### src/rtl/hazard_unit_pkg.sv
// Shared pipeline constants for the hazard/forwarding controller.
//   FWD_*    : ALU operand mux select encodings
//   REG_ZERO : hard-wired zero register, never a hazard or forward source
//   REGA_W   : register-index width
//   fwd_select() : operand forward choice from the M/W shadow fields
package pipe_pkg;

   localparam int REGA_W = 5;
   localparam logic [REGA_W-1:0] REG_ZERO = 5'd0;

   typedef logic [1:0] fwd_sel_t;

   localparam fwd_sel_t FWD_RF = 2'b00;
   localparam fwd_sel_t FWD_W  = 2'b01;
   localparam fwd_sel_t FWD_M  = 2'b10;

   // A load sitting in M has no data yet, so it cannot be forwarded from M;
   // the check falls through to W.
   function automatic fwd_sel_t fwd_select(
      input logic [REGA_W-1:0] src,
      input logic [REGA_W-1:0] wr_m,
      input logic              we_m,
      input logic              ld_m,
      input logic [REGA_W-1:0] wr_w,
      input logic              we_w
   );
      if (we_m && (wr_m != REG_ZERO) && (wr_m == src) && !ld_m)
         return FWD_M;
      else if (we_w && (wr_w != REG_ZERO) && (wr_w == src))
         return FWD_W;
      return FWD_RF;
   endfunction

endpackage

### src/rtl/hazard_unit_if.sv
// Bundle between the pipeline datapath and the hazard unit.
//   master : pipeline side (drives D/E fields, receives stall/flush/forward)
//   slave  : hazard unit side
//   CNT_W  : width of the stall/flush event counters
interface hazard_unit_if #(parameter int CNT_W = 16);
   import pipe_pkg::*;

   logic [REGA_W-1:0] rsD;
   logic [REGA_W-1:0] rtD;
   logic [REGA_W-1:0] rsE;
   logic [REGA_W-1:0] rtE;
   logic [REGA_W-1:0] writeregE;
   logic              rfweE;
   logic              mtorfselE;
   logic              branchtakenE;

   logic              stallF;
   logic              stallD;
   logic              flushD;
   logic              flushE;
   logic [1:0]        fwdAE;
   logic [1:0]        fwdBE;
   logic [CNT_W-1:0]  stallcnt;
   logic [CNT_W-1:0]  flushcnt;

   modport master (
      output rsD, rtD, rsE, rtE, writeregE, rfweE, mtorfselE, branchtakenE,
      input  stallF, stallD, flushD, flushE, fwdAE, fwdBE, stallcnt, flushcnt
   );

   modport slave (
      input  rsD, rtD, rsE, rtE, writeregE, rfweE, mtorfselE, branchtakenE,
      output stallF, stallD, flushD, flushE, fwdAE, fwdBE, stallcnt, flushcnt
   );

endinterface

### src/rtl/hazard_unit_sat_counter.sv
// Saturating up-counter for performance-debug event counts.
//   clk, rst : clock, async active-high reset (clears count)
//   inc      : count one event on this edge
//   count    : current value, holds at all-ones
module sat_counter #(
   parameter int W = 16
) (
   input  logic         clk,
   input  logic         rst,
   input  logic         inc,
   output logic [W-1:0] count
);

   always_ff @(posedge clk or posedge rst) begin
      if (rst)
         count <= '0;
      else if (inc && (count != '1))
         count <= count + W'(1);
   end

endmodule

### src/rtl/hazard_unit.sv
// Hazard and forwarding controller beside the D-to-E pipeline register.
// Keeps shadow copies of the M/W write-back fields, detects load-use and
// taken-branch hazards, and selects E-stage ALU operand forwarding.
//   clk, rst : clock, async active-high reset
//   hz       : slave side of hazard_unit_if (D/E fields in, stall/flush,
//              forward selects and event counters out)
module hazard_unit
   import pipe_pkg::*;
#(
   parameter int CNT_W = 16
) (
   input  logic         clk,
   input  logic         rst,
   hazard_unit_if.slave hz
);

   logic [REGA_W-1:0] writeregM;
   logic              rfweM;
   logic              mtorfselM;
   logic [REGA_W-1:0] writeregW;
   logic              rfweW;

   logic              lduse;
   logic              brflush;
   logic              stall_evt;
   logic [CNT_W-1:0]  stallcnt_q;
   logic [CNT_W-1:0]  flushcnt_q;

   // Writes to r0 are dropped on entry so they can never match later.
   always_ff @(posedge clk or posedge rst) begin
      if (rst) begin
         writeregM <= REG_ZERO;
         rfweM     <= 1'b0;
         mtorfselM <= 1'b0;
         writeregW <= REG_ZERO;
         rfweW     <= 1'b0;
      end else begin
         writeregM <= hz.writeregE;
         rfweM     <= hz.rfweE & (hz.writeregE != REG_ZERO);
         mtorfselM <= hz.mtorfselE;
         writeregW <= writeregM;
         rfweW     <= rfweM;
      end
   end

   assign lduse = hz.mtorfselE & hz.rfweE & (hz.writeregE != REG_ZERO) &
                  ((hz.writeregE == hz.rsD) | (hz.writeregE == hz.rtD));
   assign brflush = hz.branchtakenE;

   // A taken branch makes the D instruction wrong-path, so its flush
   // overrides any load-use stall.
   always_comb begin
      hz.stallF = 1'b0;
      hz.stallD = 1'b0;
      hz.flushD = 1'b0;
      hz.flushE = 1'b0;
      if (brflush) begin
         hz.flushD = 1'b1;
         hz.flushE = 1'b1;
      end else if (lduse) begin
         hz.stallF = 1'b1;
         hz.stallD = 1'b1;
         hz.flushE = 1'b1;
      end
   end

   assign hz.fwdAE = fwd_select(hz.rsE, writeregM, rfweM, mtorfselM, writeregW, rfweW);
   assign hz.fwdBE = fwd_select(hz.rtE, writeregM, rfweM, mtorfselM, writeregW, rfweW);

   assign stall_evt = lduse & ~brflush;

   sat_counter #(.W(CNT_W)) u_stallcnt (
      .clk   (clk),
      .rst   (rst),
      .inc   (stall_evt),
      .count (stallcnt_q)
   );

   sat_counter #(.W(CNT_W)) u_flushcnt (
      .clk   (clk),
      .rst   (rst),
      .inc   (brflush),
      .count (flushcnt_q)
   );

   assign hz.stallcnt = stallcnt_q;
   assign hz.flushcnt = flushcnt_q;

endmodule

### src/flat_wrapper.sv
// flat-port wrapper written by rule: the top's interface ports become plain ports
module hazard_unit_flat import pipe_pkg::*;
#(
   parameter int CNT_W = 16
)
  (clk, rst, hz_rsD, hz_rtD, hz_rsE, hz_rtE, hz_writeregE, hz_rfweE, hz_mtorfselE, hz_branchtakenE, hz_stallF, hz_stallD, hz_flushD, hz_flushE, hz_fwdAE, hz_fwdBE, hz_stallcnt, hz_flushcnt);
  hazard_unit_if #(.CNT_W(CNT_W)) hz_i ();
  input  logic clk;
  input  logic rst;
  input wire logic [$bits(hz_i.rsD)-1:0] hz_rsD;
  input wire logic [$bits(hz_i.rtD)-1:0] hz_rtD;
  input wire logic [$bits(hz_i.rsE)-1:0] hz_rsE;
  input wire logic [$bits(hz_i.rtE)-1:0] hz_rtE;
  input wire logic [$bits(hz_i.writeregE)-1:0] hz_writeregE;
  input wire logic [$bits(hz_i.rfweE)-1:0] hz_rfweE;
  input wire logic [$bits(hz_i.mtorfselE)-1:0] hz_mtorfselE;
  input wire logic [$bits(hz_i.branchtakenE)-1:0] hz_branchtakenE;
  output wire logic [$bits(hz_i.stallF)-1:0] hz_stallF;
  output wire logic [$bits(hz_i.stallD)-1:0] hz_stallD;
  output wire logic [$bits(hz_i.flushD)-1:0] hz_flushD;
  output wire logic [$bits(hz_i.flushE)-1:0] hz_flushE;
  output wire logic [$bits(hz_i.fwdAE)-1:0] hz_fwdAE;
  output wire logic [$bits(hz_i.fwdBE)-1:0] hz_fwdBE;
  output wire logic [$bits(hz_i.stallcnt)-1:0] hz_stallcnt;
  output wire logic [$bits(hz_i.flushcnt)-1:0] hz_flushcnt;
  assign hz_i.rsD = hz_rsD;
  assign hz_i.rtD = hz_rtD;
  assign hz_i.rsE = hz_rsE;
  assign hz_i.rtE = hz_rtE;
  assign hz_i.writeregE = hz_writeregE;
  assign hz_i.rfweE = hz_rfweE;
  assign hz_i.mtorfselE = hz_mtorfselE;
  assign hz_i.branchtakenE = hz_branchtakenE;
  assign hz_stallF = hz_i.stallF;
  assign hz_stallD = hz_i.stallD;
  assign hz_flushD = hz_i.flushD;
  assign hz_flushE = hz_i.flushE;
  assign hz_fwdAE = hz_i.fwdAE;
  assign hz_fwdBE = hz_i.fwdBE;
  assign hz_stallcnt = hz_i.stallcnt;
  assign hz_flushcnt = hz_i.flushcnt;
  hazard_unit #(.CNT_W(CNT_W)) u_core (.clk(clk), .rst(rst), .hz(hz_i));
endmodule
### config.mk
export PLATFORM = sky130hd
export DESIGN_NAME = hazard_unit_flat
export DESIGN_NICKNAME = d
export VERILOG_FILES = /design/src/rtl/hazard_unit_pkg.sv /design/src/rtl/hazard_unit_if.sv /design/src/rtl/hazard_unit_sat_counter.sv /design/src/rtl/hazard_unit.sv /design/src/flat_wrapper.sv
export SDC_FILE = /design/constraint.sdc
export NUM_CORES = 1
export LEC_CHECK = 0
export BUFFER_PORTS_ARGS = -buffer_cell sky130_fd_sc_hd__buf_2
export CAP_MARGIN = 40
export CORE_UTILIZATION = 52
export CTS_BUF_LIST = sky130_fd_sc_hd__clkbuf_8 sky130_fd_sc_hd__clkbuf_16
export CTS_CLUSTER_SIZE = 20
export DETAILED_ROUTE_END_ITERATION = 8
export PLACE_DENSITY = 0.8
export SLEW_MARGIN = 20
export SYNTH_ARGS = -nofsm -noshare
export SYNTH_HDL_FRONTEND = slang
export SYNTH_SLANG_ARGS = --single-unit
### constraint.sdc
create_clock -name clk -period 2 [get_ports clk]
set_input_delay 0.3 -clock clk [delete_from_list [all_inputs] [get_ports clk]]
set_output_delay 0.3 -clock clk [all_outputs]
set_load 0.02 [all_outputs]
==> results.toml, run 1 <==
[run_status]
outcome = "finished with violations"
violations = "negative setup slack"

[final_layout]
final_area_mm2 = 0.00304
drive_gt1_frac = 0.356
area_growth_pct = 26.5
fin_nets = 340
antenna-diode-count = 0

[floorplanning]
ios = 70
die_x_um = 70.0
row_count = 24
die-height_um = 70.0
die_area_mm2 = 0.00490
initial_core_util = 0.545
core_area_mm2 = 0.00441

[detailed_routing]
remaining_drc_errors = 0
wl_um = 5080
drt_iter0_drc = 87
dr.pass1.iters = 4
num_vias = 1982
wl_per_cell_um = 14.1
drtAntennaViolNets = 0
vias_per_cell = 5.49

[logic_synthesis]
synth_cell_types = 39
yosys_warnings = 0
synth-edff-count = 0
ys_seq_elements = 45
synth_area_per_cell_um2 = 10.8
ys.flop_type = "dfrtp_1"
yosys.area.top_type = "dfrtp_1"
synthTopCellsByArea = "dfrtp_1 (47%), xor2_1 (16%), xnor2_1 (5.1%), nand3_1 (3.3%), nor4_1 (3.1%)"
synthArstFlopShare = 1.00
synth_common_cells = "dfrtp_1 (45), xor2_1 (43), nand3_1 (16)"
yosysTopAreaCellShare = 0.468
syn_area_mm2 = 0.00240
yosysMostFrequentCell = "dfrtp_1"
syn_inst = 223
ys_seq_area_frac = 0.468
syn-num-nets = 255

[worst_hold_path]
hold_depth = 1
hold_path.class = "input pin to flip-flop"

[global_route]
grt_overflow = 0
grt_pass1_vias = 1919
track_usage = 0.220
grt_pass1_wl_um = 8640
antenna_found_initial = 0
grt_max_degree = 30

[clock_tree]
cts_sinks = 45
cts_tree = "yes"
cts-buffers-inserted = 5
cts_root_buf = "clkbuf_8"
clk_latency_ns = 0.30
path_clk_slew_ns = 0.08
clockBufferDepth = 2
htree_levels = 2

[critical_path]
rr_worst_depth = 6
endpoint_kind = "primary output"
crit_type = "flip-flop to primary output"
arrival_ns = 1.87
crit_slowest_cell = "or4_1"
cp_common_cell = "or4_1"
cp.required_ns = 1.70
cp_cell_sequence = "or4_1, o21ai_1, or4_1, nor4_2, buf_2"
critPathLaunchType = "flip-flop"
cpPeakStageDelay_ns = 0.53
cp_max_fo = 3

[timing]
drv_slew = 0
holdWs_ns = 0.137
layout_min_cycle_time_ns = 2.17
relSlewSlack = 0.577
worst_pin_slew_ns = 0.631
timing.final.ws_setup_ns = -0.175
finalHoldViolCount = 0
skew_ns = 0.0122
fin_crit_sh = 1.09
final-setup-viol-count = 2
rsz0062_at_grt = "yes"
clock.fmax_mhz = 460

[power_and_ir_drop]
powerDensity_mw_per_mm2 = 756
leakage_uw = 0.00150
ir_worst_vdd_mv = 0.461

[flow_run]
cap_violations = 0

[placement]
placed_cell_area_mm2 = 0.00290
pre_cts_slack_ns = 0.0156
gp_congestion = 0.861
place_hpwl_um = 3810
port_buffers = 69
## layout by cell type, fill, tap and decap left out, drive strengths merged, types with 2 or more instances in the layout
master,instances
nor4,15
nand2,12
and4,3
nand4,8
clkbuf,5
o21ai,4
o211ai,2
inv,5
xnor2,14
dfrtp,45
mux2,2
clkinv,2
or3,2
or4,8
a21oi,2
xor2,43
nor2,11
ha,2
nand3,16
buf,82
nor3,12
o21a,2
## metrics by stage
stage	setup TNS (ns)	cells	total power, µW	utilization
after floorplan	-0.112	223	1510	-
after global placement	0	350	1720	0.657
after detailed placement	0	350	1740	0.657
after CTS	-0.379	361	2330	0.689
after global routing	-0.542	361	2440	0.689
final	-0.287	361	2300	0.689
## critical path, delay by kind of cell (launching register included)
| family | cells | cell delay [ns] |
|---|---|---|
| AND/OR/NAND/NOR | 3 | 0.92 |
| buffers and inverters | 1 | 0.20 |
| AO/OA/AOI/OAI | 1 | 0.05 |
| flip-flops | 1 | 0.41 |
## what timing repair did
item                                    in CTS  in global routing
pin swaps                                    5                  1
buffers inserted                             2                  0
endpoints found under the setup margin       4                  4
hold endpoints to repair                    13                  0
resized for setup                            7                  0
hold buffers                                 1                  0
## kinds of logic (layout without fill, tap and decap cells)
group / Yosys count / count (layout) / share of synthesized area
adder cells (fa/ha/maj): 2 / 2 / 0.0104
AO/OA/AOI/OAI: 14 / 14 / 0.0442
XOR/XNOR: 57 / 57 / 0.208
flip-flops: 45 / 45 / 0.468
multiplexers: 2 / 2 / 0.0109
AND/OR/NAND/NOR: 93 / 93 / 0.239
buffers and inverters: 10 / 96 / 0.0198
## per-layer routing
metal / vias up / track usage / routed length [µm]
met5: - / 0 / 0
met4: 0 / 0.0822 / 63
met3: 6 / 0.0447 / 211
met2: 56 / 0.350 / 2530
met1: 953 / 0.297 / 2270
li1: 967 / - / -
## final timing paths
check / start / to / slack (ns)
max in group asynchronous: rst / u_core.u_stallcnt.count[9] / 0.95
max reg2reg: u_core.u_stallcnt.count[0] / u_core.u_stallcnt.count[1] / 0.13
max: u_core.writeregW[3] / hz_fwdBE[0] / -0.17
min in group asynchronous: rst / u_core.u_flushcnt.count[11] / 0.54
min: hz_mtorfselE / u_core.mtorfselM / 0.14
min reg2reg: u_core.rfweM / u_core.rfweW / 0.37
## area by class of cell
cell class / count / area, µm²
Clock buffer: 5 / 68.8
Clock inverter: 3 / 21.3
Fill cell: 365 / 1370
Inverter: 5 / 18.8
Multi-Input combinational cell: 168 / 1280
Sequential cell: 45 / 1130
Tap cell: 52 / 65.1
Timing Repair Buffer: 83 / 465
## state kept, by name, indices dropped and copies added, names as in the netlist
signal	flops
u_core.u_stallcnt.count	16
u_core.rfweM	1
u_core.rfweW	1
u_core.mtorfselM	1
u_core.u_flushcnt.count	16
u_core.writeregM	5
u_core.writeregW	5
## power by group
group	total (µW)	switching [µW]	leakage, µW	internal (µW)
registers	1150	134	0.000571	1020
logic	576	340	0.000888	236
clock network	573	325	0.0000445	248
No activity file was read; power rests on OpenSTA's default activity.
==> run 2, diff against run 1 <==
--- a/config.mk
+++ b/config.mk
@@ -7,12 +7,12 @@
 export LEC_CHECK = 0
 export BUFFER_PORTS_ARGS = -buffer_cell sky130_fd_sc_hd__buf_2
 export CAP_MARGIN = 40
-export CORE_UTILIZATION = 52
+export CORE_UTILIZATION = 30
 export CTS_BUF_LIST = sky130_fd_sc_hd__clkbuf_8 sky130_fd_sc_hd__clkbuf_16
 export CTS_CLUSTER_SIZE = 20
 export DETAILED_ROUTE_END_ITERATION = 8
-export PLACE_DENSITY = 0.8
 export SLEW_MARGIN = 20
 export SYNTH_ARGS = -nofsm -noshare
 export SYNTH_HDL_FRONTEND = slang
+export SYNTH_HIERARCHICAL = 1
 export SYNTH_SLANG_ARGS = --single-unit
==> results.toml, run 2 <==
[run_status]
outcome = "finished with violations"
violations = "negative setup slack"

[logic_synthesis]
ys.flop_type = "dfrtp_1"
synth_cell_types = 33
ys_seq_area_frac = 0.475
synth-edff-count = 0
syn_inst = 211
synthTopCellsByArea = "dfrtp_1 (47%), xnor2_1 (10%), xor2_1 (8.9%), nand3_1 (3.4%), nand4_1 (2.6%)"
syn_area_mm2 = 0.00237
yosys_warnings = 6
yosysTopAreaCellShare = 0.475
syn-num-nets = 243
yosysMostFrequentCell = "dfrtp_1"
synthArstFlopShare = 1.00
synth_common_cells = "dfrtp_1 (45), xnor2_1 (28), xor2_1 (24)"
synth_area_per_cell_um2 = 11.2
yosys.area.top_type = "dfrtp_1"
ys_seq_elements = 45

[global_route]
track_usage = 0.130
grt_overflow = 0
grt_max_degree = 17
grt_pass1_vias = 1847
antenna_found_initial = 0
grt_pass1_wl_um = 8600

[power_and_ir_drop]
clockPowerShare = 0.262
leakage_uw = 0.00153
p_int_uw = 1520
sw_frac_of_total = 0.333
comb_power_share = 0.237
powerDensity_mw_per_mm2 = 725
ir_worst_vdd_mv = 0.553
p_seq_frac = 0.501
power_switching_uw = 758

[final_layout]
final_cell_count_no_fill = 407
reg.largest.list = "u_core/u_flushcnt/count x16, u_core/u_stallcnt/count x16"
mostFrequentLayoutCells = "buf_2 (66), dfrtp_1 (44), xnor2_1 (28), xor2_1 (24), buf_4 (20)"
fillers = 785
fin_nets = 336
antenna-diode-count = 0
layout_commonest_cell = "buf_2"
drive_gt1_frac = 0.413
area_growth_pct = 32.6
utilization = 0.409
final_area_mm2 = 0.00315

[clock_tree]
cts_sinks = 45
cts_root_buf = "clkbuf_8"
htree_levels = 2
path_clk_slew_ns = 0.08
cts_tree = "yes"
cts-buffers-inserted = 5
clk_latency_ns = 0.30
clockBufferDepth = 2

[critical_path]
path_depth = 5
cpPeakStageDelay_ns = 0.52
rr_worst_depth = 5
cp.required_ns = 1.70
critPathLaunchType = "flip-flop"
cp_cell_sequence = "buf_6, xor2_1, or4_1, nor4_2, buf_2"
cp_max_fo = 2
crit_family = "simple AND/OR/NAND/NOR gates"
arrival_ns = 1.92
crit_type = "flip-flop to primary output"
cp_num_buf_inv = 2
crit_slowest_cell = "or4_1"
endpoint_kind = "primary output"

[placement]
pre_cts_slack_ns = -0.178
place_hpwl_um = 3950
gp_congestion = 0.864
dp.cells = 396
port_buffers = 69
placed_cell_area_mm2 = 0.00298

[timing]
layout_min_cycle_time_ns = 2.22
rsz0062_at_grt = "yes"
holdWs_ns = 0.0173
relSlewSlack = 0.580
skew_ns = 0.00437
drv_slew = 0
final-setup-viol-count = 2
clock.fmax_mhz = 451
timing.final.ws_setup_ns = -0.216
worst_pin_slew_ns = 0.629
finalHoldViolCount = 0
fin_crit_sh = 1.11

[detailed_routing]
drtAntennaViolNets = 0
wl_um = 5180
drt_iter0_drc = 51
vias_per_cell = 4.65
num_vias = 1892
wl_per_cell_um = 12.7
remaining_drc_errors = 0
dr.pass1.iters = 3

[floorplanning]
core_area_mm2 = 0.00769
initial_core_util = 0.309
die_area_mm2 = 0.00827
die_x_um = 90.9
row_count = 32
ios = 70
die-height_um = 90.9

[flow_run]
cap_violations = 0

[worst_hold_path]
hold_path.class = "input pin to async pin"
[run 2: what timing repair did]
action | 4_1_cts | 5_1_grt
endpoints found under the setup margin | 3 | 6
hold buffers | 0 | 0
gates resized for setup | 1 | 11
endpoints found under the hold margin | 0 | 0
pin swaps | 0 | 5
buffers inserted | 1 | 2
[run 2: power groups by stage]
stage	clock network [µW]	registers (µW)	logic, µW
floorplan	0	1240	235
global placement	0	1160	523
detailed placement	0	1160	534
CTS	623	1150	539
global route	654	1170	586
finish	597	1140	540
[run 2: cell type report]
type / instances / area (µm²) / area share
multi-input cells: 161 / 1280 / 0.407
flip-flops and latches: 45 / 1130 / 0.358
clock inverters: 2 / 13.8 / 0.00438
repair buffers: 88 / 503 / 0.160
well taps: 102 / 128 / 0.0406
inverters: 3 / 11.3 / 0.00358
clock buffers: 6 / 82.6 / 0.0263
[run 2: final timing paths]
check                                           start                          to  slack (ns)
setup / recovery                  u_core/writeregW[1]                 hz_fwdAE[0]       -0.22
setup reg to reg           u_core/u_flushcnt/count[0]  u_core/u_flushcnt/count[1]        0.31
hold / removal                                    rst         u_core/writeregM[3]        0.02
max in group asynchronous                         rst  u_core/u_stallcnt/count[8]        1.51
hold reg to reg                          u_core/rfweM                u_core/rfweW        0.37
min in group clk                         hz_mtorfselE            u_core/mtorfselM        0.13
[run 2: logic make-up after synthesis]
kind of cell	count (synthesis)	synth area share
fa+ha+maj	2	0.0105
simple gates	90	0.254
buf+inv	5	0.0111
xor+xnor	52	0.192
mux	6	0.0274
flops	45	0.475
compound gates	11	0.0301
[run 2: layer usage]
metal	GRT usage	part of all wire	up-vias
met4	0.0489	0.021	0
met2	0.217	0.48	49
met3	0.0387	0.061	11
met5	0	0	-
li1	-	-	937
met1	0.159	0.44	895
[run 2: stage by stage]
stage / total power (µW) / TNS [ns]
final: 2280 / -0.341
after global routing: 2410 / -0.547
after CTS: 2310 / -0.416
after detailed placement: 1690 / -1.18
after global placement: 1680 / -0.499
after floorplan: 1480 / -0.151
